===== config.mk =====
export PLATFORM = sky130hd
export DESIGN_NAME = turn_timer_multi
export DESIGN_NICKNAME = d
export VERILOG_FILES = /design/src/rtl/turn_timer_pkg.sv /design/src/rtl/second_prescaler.sv /design/src/rtl/turn_timer_multi.sv
export SDC_FILE = /design/constraint.sdc
export NUM_CORES = 1
export LEC_CHECK = 0
export ABC_AREA = 0
export CELL_PAD_IN_SITES_DETAIL_PLACEMENT = 0
export CELL_PAD_IN_SITES_GLOBAL_PLACEMENT = 1
export CORE_MARGIN = 8
export CORE_UTILIZATION = 40
export CTS_CLUSTER_SIZE = 14
export DETAILED_ROUTE_END_ITERATION = 7
export HOLD_SLACK_MARGIN = 0.06
export PLACE_DENSITY = 0.76
export SLEW_MARGIN = 10
export SYNTH_ARGS = -nofsm -noshare
export SYNTH_HDL_FRONTEND = slang
export SYNTH_SLANG_ARGS = --single-unit

===== constraint.sdc =====
create_clock -name clk -period 2.34 [get_ports clk]
set_clock_uncertainty 0.2 [all_clocks]
set_input_delay 0.468 -clock clk [delete_from_list [all_inputs] [get_ports clk]]
set_output_delay 0.468 -clock clk [all_outputs]
set_load 0.01 [all_outputs]

===== src/rtl/turn_timer_pkg.sv =====
// Shared types and width helpers for the multi-player turn timer.
package turn_timer_pkg;

    typedef enum logic [1:0] {
        IDLE    = 2'd0,
        RUNNING = 2'd1,
        EXPIRED = 2'd2
    } turn_state_t;

    localparam int STATE_W = $bits(turn_state_t);

    // Counter width for n distinct values, never narrower than one bit.
    function automatic int min_width(input int n);
        return (n <= 1) ? 1 : $clog2(n);
    endfunction

endpackage


===== src/rtl/second_prescaler.sv =====
// Divides the clock down to a one-cycle sec_tick every CLK_FREQ enabled cycles.
module second_prescaler
    import turn_timer_pkg::*;
#(
    parameter int CLK_FREQ = 50_000_000
) (
    input  logic clk,
    input  logic rst,
    input  logic enable,
    input  logic clear,
    output logic sec_tick
);

    localparam int                CNT_W = min_width(CLK_FREQ);
    localparam logic [CNT_W-1:0] LAST  = CNT_W'(CLK_FREQ - 1);

    logic [CNT_W-1:0] count;

    // A clear always wins, so a reload edge never doubles as a tick.
    assign sec_tick = enable && !clear && (count == LAST);

    // NOTE: sequential state uses non-blocking assignments so every register samples pre-edge values.
    always_ff @(posedge clk) begin
        if (rst) begin
            count <= '0;
        end else if (clear) begin
            count <= '0;
        end else if (enable) begin
            count <= (count == LAST) ? '0 : count + 1'b1;
        end
    end

endmodule


===== src/rtl/turn_timer_multi.sv =====
// Multi-player turn timer: seconds countdown, low-time warning, player rotation.
// Define TURN_TIMER_AUTO_ADVANCE_EN to rotate players on expiry instead of parking in EXPIRED.
module turn_timer_multi
    import turn_timer_pkg::*;
#(
    parameter  int CLK_FREQ     = 50_000_000,
    parameter  int TURN_SECONDS = 10,
    parameter  int NUM_PLAYERS  = 2,
    parameter  int WARN_SECONDS = 3,
    localparam int SEC_W        = $clog2(TURN_SECONDS + 1),
    localparam int PLAYER_W     = $clog2(NUM_PLAYERS)
) (
    input  logic                clk,
    input  logic                rst,
    input  logic                enable,
    input  logic                reset_timer,
    input  logic                turn_done,
    output logic                timeout,
    output logic                expired,
    output logic                warning,
    output logic [SEC_W-1:0]    seconds_left,
    output logic [PLAYER_W-1:0] current_player
);

    localparam logic [SEC_W-1:0]    SEC_FULL    = SEC_W'(TURN_SECONDS);
    localparam logic [PLAYER_W-1:0] LAST_PLAYER = PLAYER_W'(NUM_PLAYERS - 1);

    turn_state_t         state;
    logic                run_en;
    logic                advance;
    logic                presc_clear;
    logic                sec_tick;
    logic [PLAYER_W-1:0] next_player;

    function automatic logic warn_at(input logic [SEC_W-1:0] s);
        return (s <= SEC_W'(WARN_SECONDS)) && (s != '0);
    endfunction

    assign run_en      = (state == RUNNING) && enable;
    assign advance     = turn_done && (run_en || (state == EXPIRED));
    assign presc_clear = reset_timer || advance || (state != RUNNING);
    assign next_player = (current_player == LAST_PLAYER) ? '0 : current_player + 1'b1;

    second_prescaler #(
        .CLK_FREQ (CLK_FREQ)
    ) u_prescaler (
        .clk      (clk),
        .rst      (rst),
        .enable   (run_en),
        .clear    (presc_clear),
        .sec_tick (sec_tick)
    );

    // Branch order encodes event priority: reset_timer, then turn_done, then the tick.
    always_ff @(posedge clk) begin
        if (rst) begin
            state          <= IDLE;
            seconds_left   <= SEC_FULL;
            current_player <= '0;
            timeout        <= 1'b0;
            expired        <= 1'b0;
            warning        <= 1'b0;
        end else begin
            timeout <= 1'b0;
            if (reset_timer) begin
                seconds_left <= SEC_FULL;
                expired      <= 1'b0;
                state        <= enable ? RUNNING : IDLE;
                warning      <= enable && warn_at(SEC_FULL);
            end else if (advance) begin
                current_player <= next_player;
                seconds_left   <= SEC_FULL;
                expired        <= 1'b0;
                state          <= RUNNING;
                warning        <= warn_at(SEC_FULL);
            end else if (sec_tick) begin
                if (seconds_left == SEC_W'(1)) begin
                    timeout <= 1'b1;
`ifdef TURN_TIMER_AUTO_ADVANCE_EN
                    current_player <= next_player;
                    seconds_left   <= SEC_FULL;
                    warning        <= warn_at(SEC_FULL);
`else
                    seconds_left <= '0;
                    state        <= EXPIRED;
                    expired      <= 1'b1;
                    warning      <= 1'b0;
`endif
                end else begin
                    seconds_left <= seconds_left - 1'b1;
                    warning      <= warn_at(seconds_left - 1'b1);
                end
            end else if ((state == IDLE) && enable) begin
                state   <= RUNNING;
                warning <= warn_at(seconds_left);
            end
        end
    end

endmodule


# == Yosys cells after proc, flatten, opt, wreduce, memory -nomap -nowiden ==
# Cells that the tools add are included.
# totals
register_bits,36
out_inout_bits,8
# op_classes
n_addsub,3
order_cmp,2
eq_ne,6
n_mux,13
bitwise_logic,2
reduce_logical,22
# ops
cell,n
$add 26x1->26 const B,1
$eq 26x26->1 const B,1
$mux 26,1
$reduce_bool 4->1,3
$mux 2,5
$le 4x2->1 const B,2
$logic_and 1x1->1,7
$mux 1,6
$reduce_and 2->1,3
$eq 4x1->1 const B,1
$mux 4,1
$ne 4x3->1 const B,1
$reduce_or 4->1,1
$sub 4x1->4 const B,1
$logic_or 1x1->1,3
$reduce_or 3->1,1
$eq 2x1->1 const B,1
$eq 2x2->1 const B,1
$logic_not 2->1,1
$ne 2x1->1 const B,1
$not 1->1,2
$reduce_bool 2->1,1
$reduce_or 2->1,1
$add 1x1->1 const B,1
$logic_not 1->1,1

# == Longest topological paths before layout ==
# depth
ltp_word,12
mapped_depth,7

# == Modules after synthesis ==
# Synthesis repeated with hierarchy kept, for this count alone.
# hier_totals
cells_unflattened,214
hier_area_um2,1828.0
# by_module_without_submodules
module,n_inst,cells_each,area_each_um2,seq_area_each_um2
second_prescaler,1,146,1276.2,520.5
turn_timer_multi,1,68,551.8,200.2

# == Least setup slack after synthesis ==
# Ideal clock, no wire load.
# synth_path
path_kind,register -> register
from,reg u_prescaler.count[0]
to,reg u_prescaler.count[22]
t_arrival_ns,2.008
required_time_ns,2.060
path_slack_ns,0.052
path_stages_with_launch,7
n_path_buf,1
cell_sequence,dfxtp_1 > ha_1 > nand3_1 > or4_1 > buf_2 > or4_4 > a211oi_2
# synth_between
elab_chain_len,2
elab_cells_between_ends,3
classes_between,1 x add/sub; 1 x eq/ne; 1 x mux
# synth_rtl
item,line,source
"start, declared",second_prescaler.sv:17,logic [CNT_W-1:0] count;
"start signal, assigned",second_prescaler.sv:29,count <= (count == LAST) ? '0 : count + 1'b1;
$add 26x1->26 / $eq 26x26->1 (equally long branches),second_prescaler.sv:29,
$mux 26 (*),second_prescaler.sv:29,
# Mark *: on every way between the ends. The rest lies on a longest branch, timed or not.
# A chain may end at the register's enable or synchronous reset.

# == Worst setup path in the final report ==
# layout_path
from,reg u_prescaler.count[1]
to,reg u_prescaler.count[23]
# Same word-level chain as after synthesis.

==> results_dict.tcl <==
set metrics [dict create \
    yosys.cell_count.top_type "dfxtp_1" \
    num_vias 1920 \
    antenna_found_initial 0 \
    drt_iter0_drc 84 \
    tightest_slew_ns 0.396 \
    power_density_mw_per_mm2 484 \
    grt_max_degree 15 \
    io_buffers 12 \
    die_h_um 86.7 \
    start_util_pct 41.8 \
    cp.arrival_ns 2.14 \
    status "finished clean" \
    fin_util_pct 53.5 \
    nFillCells 473 \
    gp_congestion 0.787 \
    endpoint_kind "flip-flop" \
    synth-edff-count 0 \
    layout_min_cycle_time_ns 2.18 \
    peakVddDrop_uv 196 \
    hpwlAfterDp_um 3760 \
    grt_use_total_pct 14.4 \
    ys_ff_latch 36 \
    die_width_um 86.7 \
    drv_cap 0 \
    yosysWarningCount 0 \
    hp-class "reg -> reg" \
    grt_pass1_vias 1777 \
    row_count 25 \
    drive_gt1_share_pct 21.5 \
    crit_type "reg -> reg" \
    antenna_cells 0 \
    fp.dieArea_sq_mm 0.00752 \
    fin_ws_ns 0.165 \
    rrSetupSlack_ns 0.16 \
    synth_area_leaders "dfxtp_1, nand4_1, a211oi_1, nor3_1, ha_1" \
    syn-num-nets 245 \
    synth_top_area_share_pct 36.0 \
    crit_start "u_prescaler.count[1]" \
    wl_per_cell_um 14.5 \
    rsz0062_at_grt "no" \
    clkTransAtPathRegs_ns 0.08 \
    async_flop_share_pct 0 \
    numCtsBuffers 5 \
    reg2reg_from "u_prescaler.count[1]" \
    finalSetupTns_ns 0 \
    grt_pass1_wl_um 8660 \
    clockBufferDepth 2 \
    clock_latency_ns 0.30 \
    finalCritPeriodShare_pct 93.0 \
    setup_violations 0 \
    start_kind "flip-flop" \
    worstPathRequired_ns 2.30 \
    dr.pass1.iters 4 \
    cts_root_buf "clkbuf_8" \
    place_ws_ns -0.419 \
    drc 0 \
    antenna_left 0 \
    slew_headroom_pct 73.2 \
    fin_nets 288 \
    p_leak_nw 0.847 \
    rr_worst_depth 7 \
    syn_to_final_growth_pct 27.8 \
    multi_input_comb_area_sq_mm 0.00121 \
    maxSlewViolCount 0 \
    reg2reg_to "u_prescaler.count[23]" \
    pin_count 13 \
    routed_via_density 5.55 \
    hold_viol 0 \
    syn_avg_cell_area_sq_um 8.52 \
    crit_end "u_prescaler.count[23]" \
    crit_fanout 3 \
    ys_seq_area_share_pct 36.0 \
    drt-total-wl_um 5020 \
    syn-cell-area_sq_mm 0.00200 \
    overflow 0 \
    synth_top_area_cell "dfxtp_1" \
    regArea_sq_um 723 \
    clock_sinks 36 \
    cts_tree "done" \
    core_area_sq_mm 0.00479 \
    synth_top_flop_cell "dfxtp_1" \
    synth_cell_types 49 \
    cts_max_level 2 \
    yosys-top-cells-count "dfxtp_1, nor3_1, nand4_1" \
    synth_cells 235 \
    fmax_mhz 460 \
]
kinds of logic (layout without fill, tap and decap cells):
| family | Yosys count | after routing | share of synthesized area (%) |
|---|---|---|---|
| AO/OA/AOI/OAI | 50 | 50 | 17.6 |
| multiplexers | 1 | 1 | 0.500 |
| adder cells (fa/ha/maj) | 5 | 5 | 3.13 |
| AND/OR/NAND/NOR | 109 | 109 | 33.1 |
| buffers and inverters | 23 | 67 | 4.81 |
| XOR/XNOR | 11 | 11 | 4.81 |
| flip-flops | 36 | 36 | 36.0 |
per-layer routing:
layer	part of all wire, %	vias to the layer above	global-route usage [%]
met5	0	-	0
met4	1.4	0	4.69
met3	2.7	6	3.88
met2	44	19	21.7
met1	51	901	19.2
li1	-	994	-
worst max-delay path, stage by stage (launching register included):
cell and delay [ns]:
dfxtp_2 0.36, buf_4 0.12, nand4_1 0.13, buf_4 0.17, or3_1 0.38, buf_4 0.15, o41ai_1 0.40, a211oi_2 0.12
placed cells by master, fill, tap and decap left out, types with 3 or more instances in the layout:
cell / n
clkbuf_8: 5
buf_4: 36
nand3_1: 10
xnor2_1: 6
a211oi_1: 11
o31ai_1: 5
clkdlybuf4s50_1: 11
ha_1: 5
o21ai_0: 10
nor3_1: 17
or3_1: 10
a211oi_2: 4
or4_1: 3
xor2_1: 5
nor4_1: 4
a21oi_1: 6
nand4_1: 16
inv_1: 11
nand2_1: 10
and4_1: 7
nor2_1: 9
dfxtp_1: 34
or4_4: 4
state kept, by name (all words and copies together) (netlist names):
| name | count |
|---|---|
| current_player | 1 |
| warning | 1 |
| u_prescaler.count | 26 |
| timeout | 1 |
| expired | 1 |
| seconds_left | 4 |
| state | 2 |
power breakdown:
part	internal [mW]	total [mW]	switching, mW
Clock	0.315	0.554	0.239
Combinational	0.0303	0.0653	0.0351
Sequential	0.615	0.618	0.00271
Total	0.961	1.24	0.277
cell type report:
cell class | instances | area share (%)
Tap cell | 67 | 3.28
Inverter | 11 | 1.61
Multi-Input combinational cell | 176 | 47.3
Sequential cell | 36 | 28.3
Clock inverter | 3 | 1.66
Timing Repair Buffer | 48 | 15.2
Clock buffer | 5 | 2.69
per-stage QoR:
| step | instances | hold WS [ns] | instance area, sq um | power [mW] |
|---|---|---|---|---|
| 5_1_grt | 346 | 0.282 | 2560 | 1.29 |
| 4_1_cts | 346 | 0.254 | 2540 | 1.26 |
| 3_5_place_dp | 338 | 0.241 | 2420 | 0.698 |
| 6_report | 346 | 0.251 | 2560 | 1.24 |
| 3_3_place_gp | 338 | 0.233 | 2420 | 0.699 |
| 2_1_floorplan | 235 | 0.251 | 2000 | 0.667 |
how the worst min path moves through the flow:
stage                               start               endpoint  depth (start not counted)  slack [ns]
CTS                               expired                expired                          2        0.25
global route                      expired                expired                          2        0.28
finish                            expired                expired                          2        0.25
global placement                  expired                expired                          2        0.23
floorplan           u_prescaler.count[23]  u_prescaler.count[23]                          2        0.25
detailed placement                expired                expired                          2        0.24
timing repair:
item | CTS | global route
resized for setup | 4 | 5
pin swaps | 0 | 0
setup endpoints to repair | 7 | 2
hold buffers | 0 | 0
buffers inserted | 0 | 0
No activity file was read; power rests on OpenSTA's default activity.
